===== config.mk =====
export PLATFORM = sky130hd
export DESIGN_NAME = ntt_addr_gen
export DESIGN_NICKNAME = d
export VERILOG_FILES = /design/src/rtl/ntt_addr_gen.sv
export SDC_FILE = /design/constraint.sdc
export NUM_CORES = 1
export LEC_CHECK = 0
export CAP_MARGIN = 0
export CORE_UTILIZATION = 45
export DETAILED_ROUTE_END_ITERATION = 10
export PLACE_DENSITY = 0.69
export SETUP_SLACK_MARGIN = 0.15
export SKIP_CTS_REPAIR_TIMING = 1
export SLEW_MARGIN = 20
export SYNTH_ARGS = -nofsm -noshare
export SYNTH_HDL_FRONTEND = slang
export SYNTH_SLANG_ARGS = --single-unit

===== constraint.sdc =====
create_clock -name clk -period 3.66 [get_ports clk]
set_clock_uncertainty 0.05 [all_clocks]
set_input_delay 0.732 -clock clk [delete_from_list [all_inputs] [get_ports clk]]
set_output_delay 0.732 -clock clk [all_outputs]
set_load 0.02 [all_outputs]

===== src/rtl/ntt_addr_gen.sv =====
// NTT address generator: butterfly operand pairs, twiddle index and stage number
// for every stage of a forward or inverse transform over N = 2**LOGN points.
module ntt_addr_gen #(
    parameter int LOGN      = 7,
    parameter int STAGE_GAP = 2,
    parameter int SW        = 4
) (
    input  logic            clk,
    input  logic            rst_n,
    input  logic            start,
    input  logic            inv,
    output logic            busy,
    output logic            out_valid,
    input  logic            out_ready,
    output logic [LOGN-1:0] addr_a,
    output logic [LOGN-1:0] addr_b,
    output logic [LOGN-1:0] tw_idx,
    output logic [SW-1:0]   stage,
    output logic            last_in_stage,
    output logic            inv_o,
    output logic            done
);

    localparam int HW = LOGN - 1;
    localparam int TW = $clog2(LOGN + 1);
    localparam int GW = (STAGE_GAP > 1) ? $clog2(STAGE_GAP) : 1;

    typedef enum logic [1:0] {IDLE, RUN, GAP, FIN} state_t;

    state_t        state, state_nxt;
    logic [TW-1:0] t;        // stage of the next beat to load
    logic [HW-1:0] i;        // beat index of the next beat to load
    logic          wait_hs;  // whole stage loaded, waiting for its last handshake
    logic [GW-1:0] gap_cnt;
    logic          hs, load, accept;

    logic [TW-1:0]   lg, rl;
    logic [LOGN-1:0] ii, len, g, j, a_nxt, b_nxt, tw_nxt;

    assign hs   = out_valid & out_ready;
    assign busy = (state != IDLE);
    assign done = (state == FIN);

    // Beat arithmetic for (t, i); rl = LOGN-1-lg selects the twiddle group base.
    always_comb begin
        lg     = inv_o ? t : TW'(LOGN - 1) - t;
        rl     = TW'(LOGN - 1) - lg;
        ii     = {1'b0, i};
        len    = LOGN'(1) << lg;
        g      = ii >> lg;
        j      = ii & (len - 1'b1);
        a_nxt  = (g << (lg + 1'b1)) | j;
        b_nxt  = a_nxt + len;
        tw_nxt = (LOGN'(1) << rl) + g;
    end

    // NOTE: every output of this block gets a default first so no latch is inferred.
    always_comb begin
        state_nxt = state;
        load      = 1'b0;
        accept    = 1'b0;
        case (state)
            IDLE: begin
                if (start) begin
                    state_nxt = RUN;
                    accept    = 1'b1;
                end
            end
            RUN: begin
                if (!wait_hs) begin
                    load = !out_valid || out_ready;
                end else if (hs) begin
                    if (t == TW'(LOGN))    state_nxt = FIN;
                    else if (STAGE_GAP == 0) load = 1'b1;
                    else                   state_nxt = GAP;
                end
            end
            GAP: begin
                if (STAGE_GAP == 0 || gap_cnt == GW'(STAGE_GAP - 1)) begin
                    state_nxt = RUN;
                    load      = 1'b1;
                end
            end
            FIN:     state_nxt = IDLE;
            default: state_nxt = IDLE;
        endcase
    end

    // NOTE: sequential state uses non-blocking assignments so all registers update together.
    always_ff @(posedge clk or negedge rst_n) begin
        if (!rst_n) begin
            state         <= IDLE;
            t             <= '0;
            i             <= '0;
            wait_hs       <= 1'b0;
            gap_cnt       <= '0;
            out_valid     <= 1'b0;
            addr_a        <= '0;
            addr_b        <= '0;
            tw_idx        <= '0;
            stage         <= '0;
            last_in_stage <= 1'b0;
            inv_o         <= 1'b0;
        end else begin
            state   <= state_nxt;
            gap_cnt <= (state == GAP) ? gap_cnt + 1'b1 : '0;
            if (accept) begin
                inv_o   <= inv;
                t       <= '0;
                i       <= '0;
                wait_hs <= 1'b0;
            end
            if (load) begin
                out_valid     <= 1'b1;
                addr_a        <= a_nxt;
                addr_b        <= b_nxt;
                tw_idx        <= tw_nxt;
                stage         <= SW'(t);
                last_in_stage <= &i;
                // Counters run one beat ahead of the output register.
                if (&i) begin
                    i       <= '0;
                    t       <= t + 1'b1;
                    wait_hs <= 1'b1;
                end else begin
                    i       <= i + 1'b1;
                    wait_hs <= 1'b0;
                end
            end else if (hs) begin
                out_valid <= 1'b0;
            end
        end
    end

endmodule

# Word-level counts from Yosys, hierarchy flattened
# Index checks and enable logic that the tools add are counted.
# W data, S select, Z words.
totals:
  ff_bits: 40
  inputBits: 5
  wordCells: 68
op_classes:
  addsub: 9
  eq_ne: 8
  shift: 4
  n_mux: 24
  bitwise: 3
  reduce_logical: 8
ops:
  columns: ["cell", "count"]
  rows:
  - ["$mux W6", 3]
  - ["$add A7 B7 Y7", 2]
  - ["$shl A1 B3 Y7 const A", 2]
  - ["$mux W3", 4]
  - ["$mux W1", 11]
  - ["$mux W2", 4]
  - ["$ne A2 B2 Y1 const B", 4]
  - ["$pmux W2 S4", 1]
  - ["$and A6 B7 Y7", 1]
  - ["$or A7 B7 Y7", 1]
  - ["$shl A7 B3 Y7", 1]
  - ["$shr A6 B3 Y7", 1]
  - ["$sub A7 B1 Y7 const B", 1]
  - ["$add A3 B1 Y3 const B", 2]
  - ["$add A6 B1 Y6 const B", 1]
  - ["$reduce_and A6 Y1", 1]
  - ["$reduce_bool A2 Y1", 3]
  - ["$sub A3 B3 Y3 const A", 2]
  - ["$eq A2 B2 Y1 const B", 2]
  - ["$reduce_and A4 Y1", 1]
  - ["$eq A3 B3 Y1 const B", 1]
  - ["$eq A2 B1 Y1 const B", 1]
  - ["$logic_not A2 Y1", 1]
  - ["$pmux W1 S2", 1]
  - ["other kinds (4)", 4]

# Depth between registers and ports, before layout
depth:
  word_depth: 7
  mapped_depth: 17
  mapped_depth_nobuf: 16

# Worst setup path before layout
# OpenSTA, ideal clock, no wires.
synth_timing:
  kind: "reg2reg"
  start: "register t[1]"
  end: "register addr_b[6]"
  setup_ns: 0.126
  t_arrival_ns: 3.398
  setup_slack_ns: 0.086
  path_stages_with_launch: 17
  synth_period_minus_slack_ns: 3.574
  path_cell_list: "dfrtp_1 > clkbuf_2 > inv_1 > ha_1 > mux2i_2 > mux2_4 > o21ai_4 > a31oi_1 > o21ai_1 > ha_1 > fa_1 > a21oi_1 > o21ai_0 > a21oi_1 > xnor2_1 > nor2_1 > a221o_1"
synth_between:
  elab_chain_len: 7
  word_cells_on_any_way: 10
  classes_between: "add/sub (4); shift (3); mux (1); bitwise (2)"
synth_lines:
  columns: ["element", "line", "rtl"]
  rows:
  - ["from (decl)", "31", "logic [TW-1:0] t;"]
  - ["from (signal assigned)", "123", "t <= t + 1'b1;"]
  - ["$sub A3 B3 Y3", "46", "lg = inv_o ? t : TW'(LOGN - 1) - t;"]
  - ["$mux W3 (*)", "46", null]
  - ["$shl A1 B3 Y7", "49", "len = LOGN'(1) << lg;"]
  - ["$sub A7 B1 Y7", "51", "j = ii & (len - 1'b1);"]
  - ["$and A6 B7 Y7", "51", null]
  - ["$or A7 B7 Y7 (*)", "52", "a_nxt = (g << (lg + 1'b1)) | j;"]
  - ["named net a_nxt[0]", "38", "logic [LOGN-1:0] ii, len, g, j, a_nxt, b_nxt, tw_nxt;"]
  - ["$add A7 B7 Y7 (*)", "53", "b_nxt = a_nxt + len;"]
  - ["to (signal assigned)", "116", "addr_b <= b_nxt;"]
  - ["to (decl)", "16", "output logic [LOGN-1:0] addr_b,"]
# The timed path passes the listed nets; every way through them passes the cells marked *.
# A chain may end at the register's enable or synchronous reset.

# Final worst setup path
layout_timing:
  start: "register t[0]"
  end: "register addr_b[6]"
# The elaborated chain is that of the path after synthesis.

==> results.sh <==
export IMPL_status="finished with violations"
export IMPL_violations="DRC"
export IMPL_sw_ratio=0.4557
export IMPL_mappedNetlistArea_mm2=0.003049
export IMPL_worst_slew_pin_transition_ns=0.9092
export IMPL_initial_core_util=0.4721
export IMPL_drv_slew=0
export IMPL_synth_most_common_cell="sky130_fd_sc_hd__nand2_1"
export IMPL_gp_congestion=0.9515
export IMPL_comb_power_share=0.647
export IMPL_cts_root_buffer="sky130_fd_sc_hd__clkbuf_8"
export IMPL_achievable_frequency_mhz=285.1
export IMPL_timing_critical_path_required_ns=3.80
export IMPL_power_per_cell_area_mw_per_mm2=718.0
export IMPL_cap_viol_max_count=0
export IMPL_top_level_ports=35
export IMPL_classification_of_the_worst_slack_hold_path="flip-flop to flip-flop"
export IMPL_critical_path_endpoint_type="flip-flop"
export IMPL_syn_avg_cell_area_um2=8.838
export IMPL_tritoncts_clock_tree="done"
export IMPL_final_period_minus_worst_setup_slack_ns=3.508
export IMPL_route_antenna_remaining_nets=0
export IMPL_first_iter_violations=267
export IMPL_antenna_found_initial=0
export IMPL_postSynthNetCount=375
export IMPL_numCtsBuffers=5
export IMPL_hold_violations=0
export IMPL_ir_worst_vdd_mv=0.4647
export IMPL_num_antenna_cells=0
export IMPL_vias_per_cell=5.710
export IMPL_total_power_uw=2892
export IMPL_end_of_the_worst_register_to_register_path="addr_b[6]"
export IMPL_core_region_area_mm2=0.006459
export IMPL_synth_main_ff_cell="sky130_fd_sc_hd__dfrtp_1"
export IMPL_power_frac_seq=0.241
export IMPL_total_leakage_power_uw=0.001778
export IMPL_dp_hpwl_mm=6.147
export IMPL_drt_wl_cell_um=17.64
export IMPL_clock_buffer_depth=2
export IMPL_ff2ff_setup_slack_ns=0.15
export IMPL_syn_inst=345
export IMPL_synth_sequential_area_ratio=0.3283
export IMPL_hold_path_startpoint="addr_b[1]"
export IMPL_crit_path_start_kind="flip-flop"
export IMPL_hold_end="addr_b[1]"
export IMPL_p_clk_frac=0.113
export IMPL_synth_top_cells_by_area="sky130_fd_sc_hd__dfrtp_1 (33%), sky130_fd_sc_hd__ha_1 (9.4%), sky130_fd_sc_hd__nand2_1 (5.7%)"
export IMPL_r2r_cells=16
export IMPL_worstPathArrival_ns=3.65
export IMPL_grt_usage=0.2397
export IMPL_rows=29
export IMPL_worst_setup_path_type="flip-flop to flip-flop"
export IMPL_tritoncts_num_sinks=40
export IMPL_cts_htree_levels=2
export IMPL_drcViolationCount=4
export IMPL_report_final_setup_viol=0
export IMPL_timing_max_slew_rel_slack=0.3939
export IMPL_area_delta_synth_final_pct=32.09
export IMPL_synth_top_area_share=0.3283
export IMPL_rr_startpoint="t[0]"
export IMPL_layout_core_utilization=0.6236
export IMPL_post_synth_top_area_cell="sky130_fd_sc_hd__dfrtp_1"
export IMPL_synth_async_sr_flop_share=1.000
export IMPL_synth_edff_count=0
export IMPL_cellInternalPower_uw=1574
export IMPL_grt_pass1_vias=2635
export IMPL_die_area_mm2=0.007109
export IMPL_final_layout_size_suffix_gt1_frac=0.2861
export IMPL_chipWidth_um=84.32
export IMPL_num_nets_final=438
export IMPL_grt_pass1_wl_mm=13.29
export IMPL_synthDistinctLibCells=67
export IMPL_postSynthRegisterBits=40
export IMPL_synth_common_cells="sky130_fd_sc_hd__nand2_1 (46), sky130_fd_sc_hd__dfrtp_1 (40), sky130_fd_sc_hd__o21ai_0 (27), sky130_fd_sc_hd__ha_1 (23), sky130_fd_sc_hd__a21oi_1 (21)"
export IMPL_worst_hold_path_depth=2
export IMPL_power_spent_charging_and_discharging_nets_uw=1318
export IMPL_grt_max_degree=41
export IMPL_die_h_um=84.32
export IMPL_grt_setup_unrepaired="true"
export IMPL_gr_total_overflow=0
export IMPL_routed_via_count=2775
export IMPL_critical_path_peak_fanout=8
export IMPL_ys_warn_count=0
export IMPL_wl_mm=8.572
export IMPL_drt_first_pass_iters=7
export IMPL_worst_setup_hold_path_clk_slew_ns=0.08
export IMPL_clk_latency_ns=0.30
export IMPL_period_share=0.9585
export IMPL_port_buffer_count=33
-- cells in the final DEF, fill, tap and decap left out, drive strengths merged, types with 15 or more instances in the layout --
cell / n
a21oi: 23
buf: 42
clkdlybuf4s50: 32
dfrtp: 40
ha: 23
inv: 17
nand2: 48
nand3: 15
nor2: 20
o21ai: 29
-- flip-flops by register name, summed over array words and instances, names as in the netlist --
name and count:
gap_cnt 1, t 3, last_in_stage 1, addr_a 7
i 6, wait_hs 1, out_valid 1, stage 3
addr_b 7, state 2, tw_idx 7, inv_o 1
-- per-layer routing --
layer | share of wire | routed length (µm) | up-vias | track usage
met5 | 0 | 0 | - | 0
li1 | - | - | 1350 | -
met2 | 0.48 | 4119 | 82 | 0.3905
met1 | 0.45 | 3881 | 1326 | 0.3167
met3 | 0.042 | 364 | 17 | 0.04621
met4 | 0.024 | 207 | 0 | 0.08934
-- worst max path at each step --
stage / from / end / slack [ns] / depth (start not counted)
final: t[0] / addr_b[6] / 0.15 / 16
after global routing: t[0] / addr_b[6] / 0.03 / 16
after floorplan: t[1] / addr_b[6] / 0.16 / 16
after CTS: t[1] / addr_b[6] / -0.02 / 16
after global placement: t[1] / addr_b[6] / 0.08 / 16
after detailed placement: t[1] / addr_b[6] / -0.01 / 16
-- through the flow --
step	hold slack, ns	cells	area (µm²)	setup TNS, ns	setup WS (ns)
2_1_floorplan	0.3621	345	3073	0	0.1574
3_3_place_gp	0.3977	466	3625	0	0.08205
3_5_place_dp	0.4069	466	3625	-0.01323	-0.01323
4_1_cts	0.4281	474	3722	-0.02768	-0.01934
5_1_grt	0.4458	486	4028	0	0.03340
6_report	0.4265	486	4028	0	0.1519
-- power groups by stage --
stage	sequential, µW	clock, µW	combinational (µW)
floorplan	765	0	990
global placement	693	0	1600
detailed placement	699	0	1600
CTS	690	335	1610
global route	711	355	2030
finish	696	325	1870
-- cells by family (layout without fill, tap and decap cells) --
family | Yosys count | count (layout) | share of synthesized area
mux | 20 | 20 | 0.07797
flops | 40 | 40 | 0.3283
fa+ha+maj | 25 | 25 | 0.1075
xor+xnor | 12 | 12 | 0.03447
simple gates | 115 | 115 | 0.1785
compound gates | 96 | 96 | 0.2212
buf+inv | 36 | 100 | 0.05088
other cells | 1 | 1 | 0.001230
-- worst max-delay path, cell delays in order (launching register included) --
cell	delay [ns]
sky130_fd_sc_hd__dfrtp_2	0.48
sky130_fd_sc_hd__ha_4	0.20
sky130_fd_sc_hd__ha_4	0.27
sky130_fd_sc_hd__or2_4	0.28
sky130_fd_sc_hd__buf_4	0.16
sky130_fd_sc_hd__nand2_8	0.10
sky130_fd_sc_hd__o21ai_4	0.08
sky130_fd_sc_hd__a31oi_2	0.18
sky130_fd_sc_hd__o21ai_2	0.10
sky130_fd_sc_hd__ha_2	0.21
sky130_fd_sc_hd__fa_2	0.38
sky130_fd_sc_hd__a21oi_2	0.15
sky130_fd_sc_hd__o21ai_1	0.10
sky130_fd_sc_hd__a21oi_2	0.16
sky130_fd_sc_hd__xnor2_1	0.16
sky130_fd_sc_hd__nor2_1	0.06
sky130_fd_sc_hd__a221o_1	0.30
-- area by class of cell --
cell class                 count  area (µm²)
clock buffer                   6       82.58
clock inverter                 2       15.01
fill                         554        2431
inverter                      18       71.32
multi-input combinational    269        2118
sequential                    40        1003
tap                           77       96.34
timing repair buffer          74       640.6
Note: power is estimated with default switching activity, not from simulation.
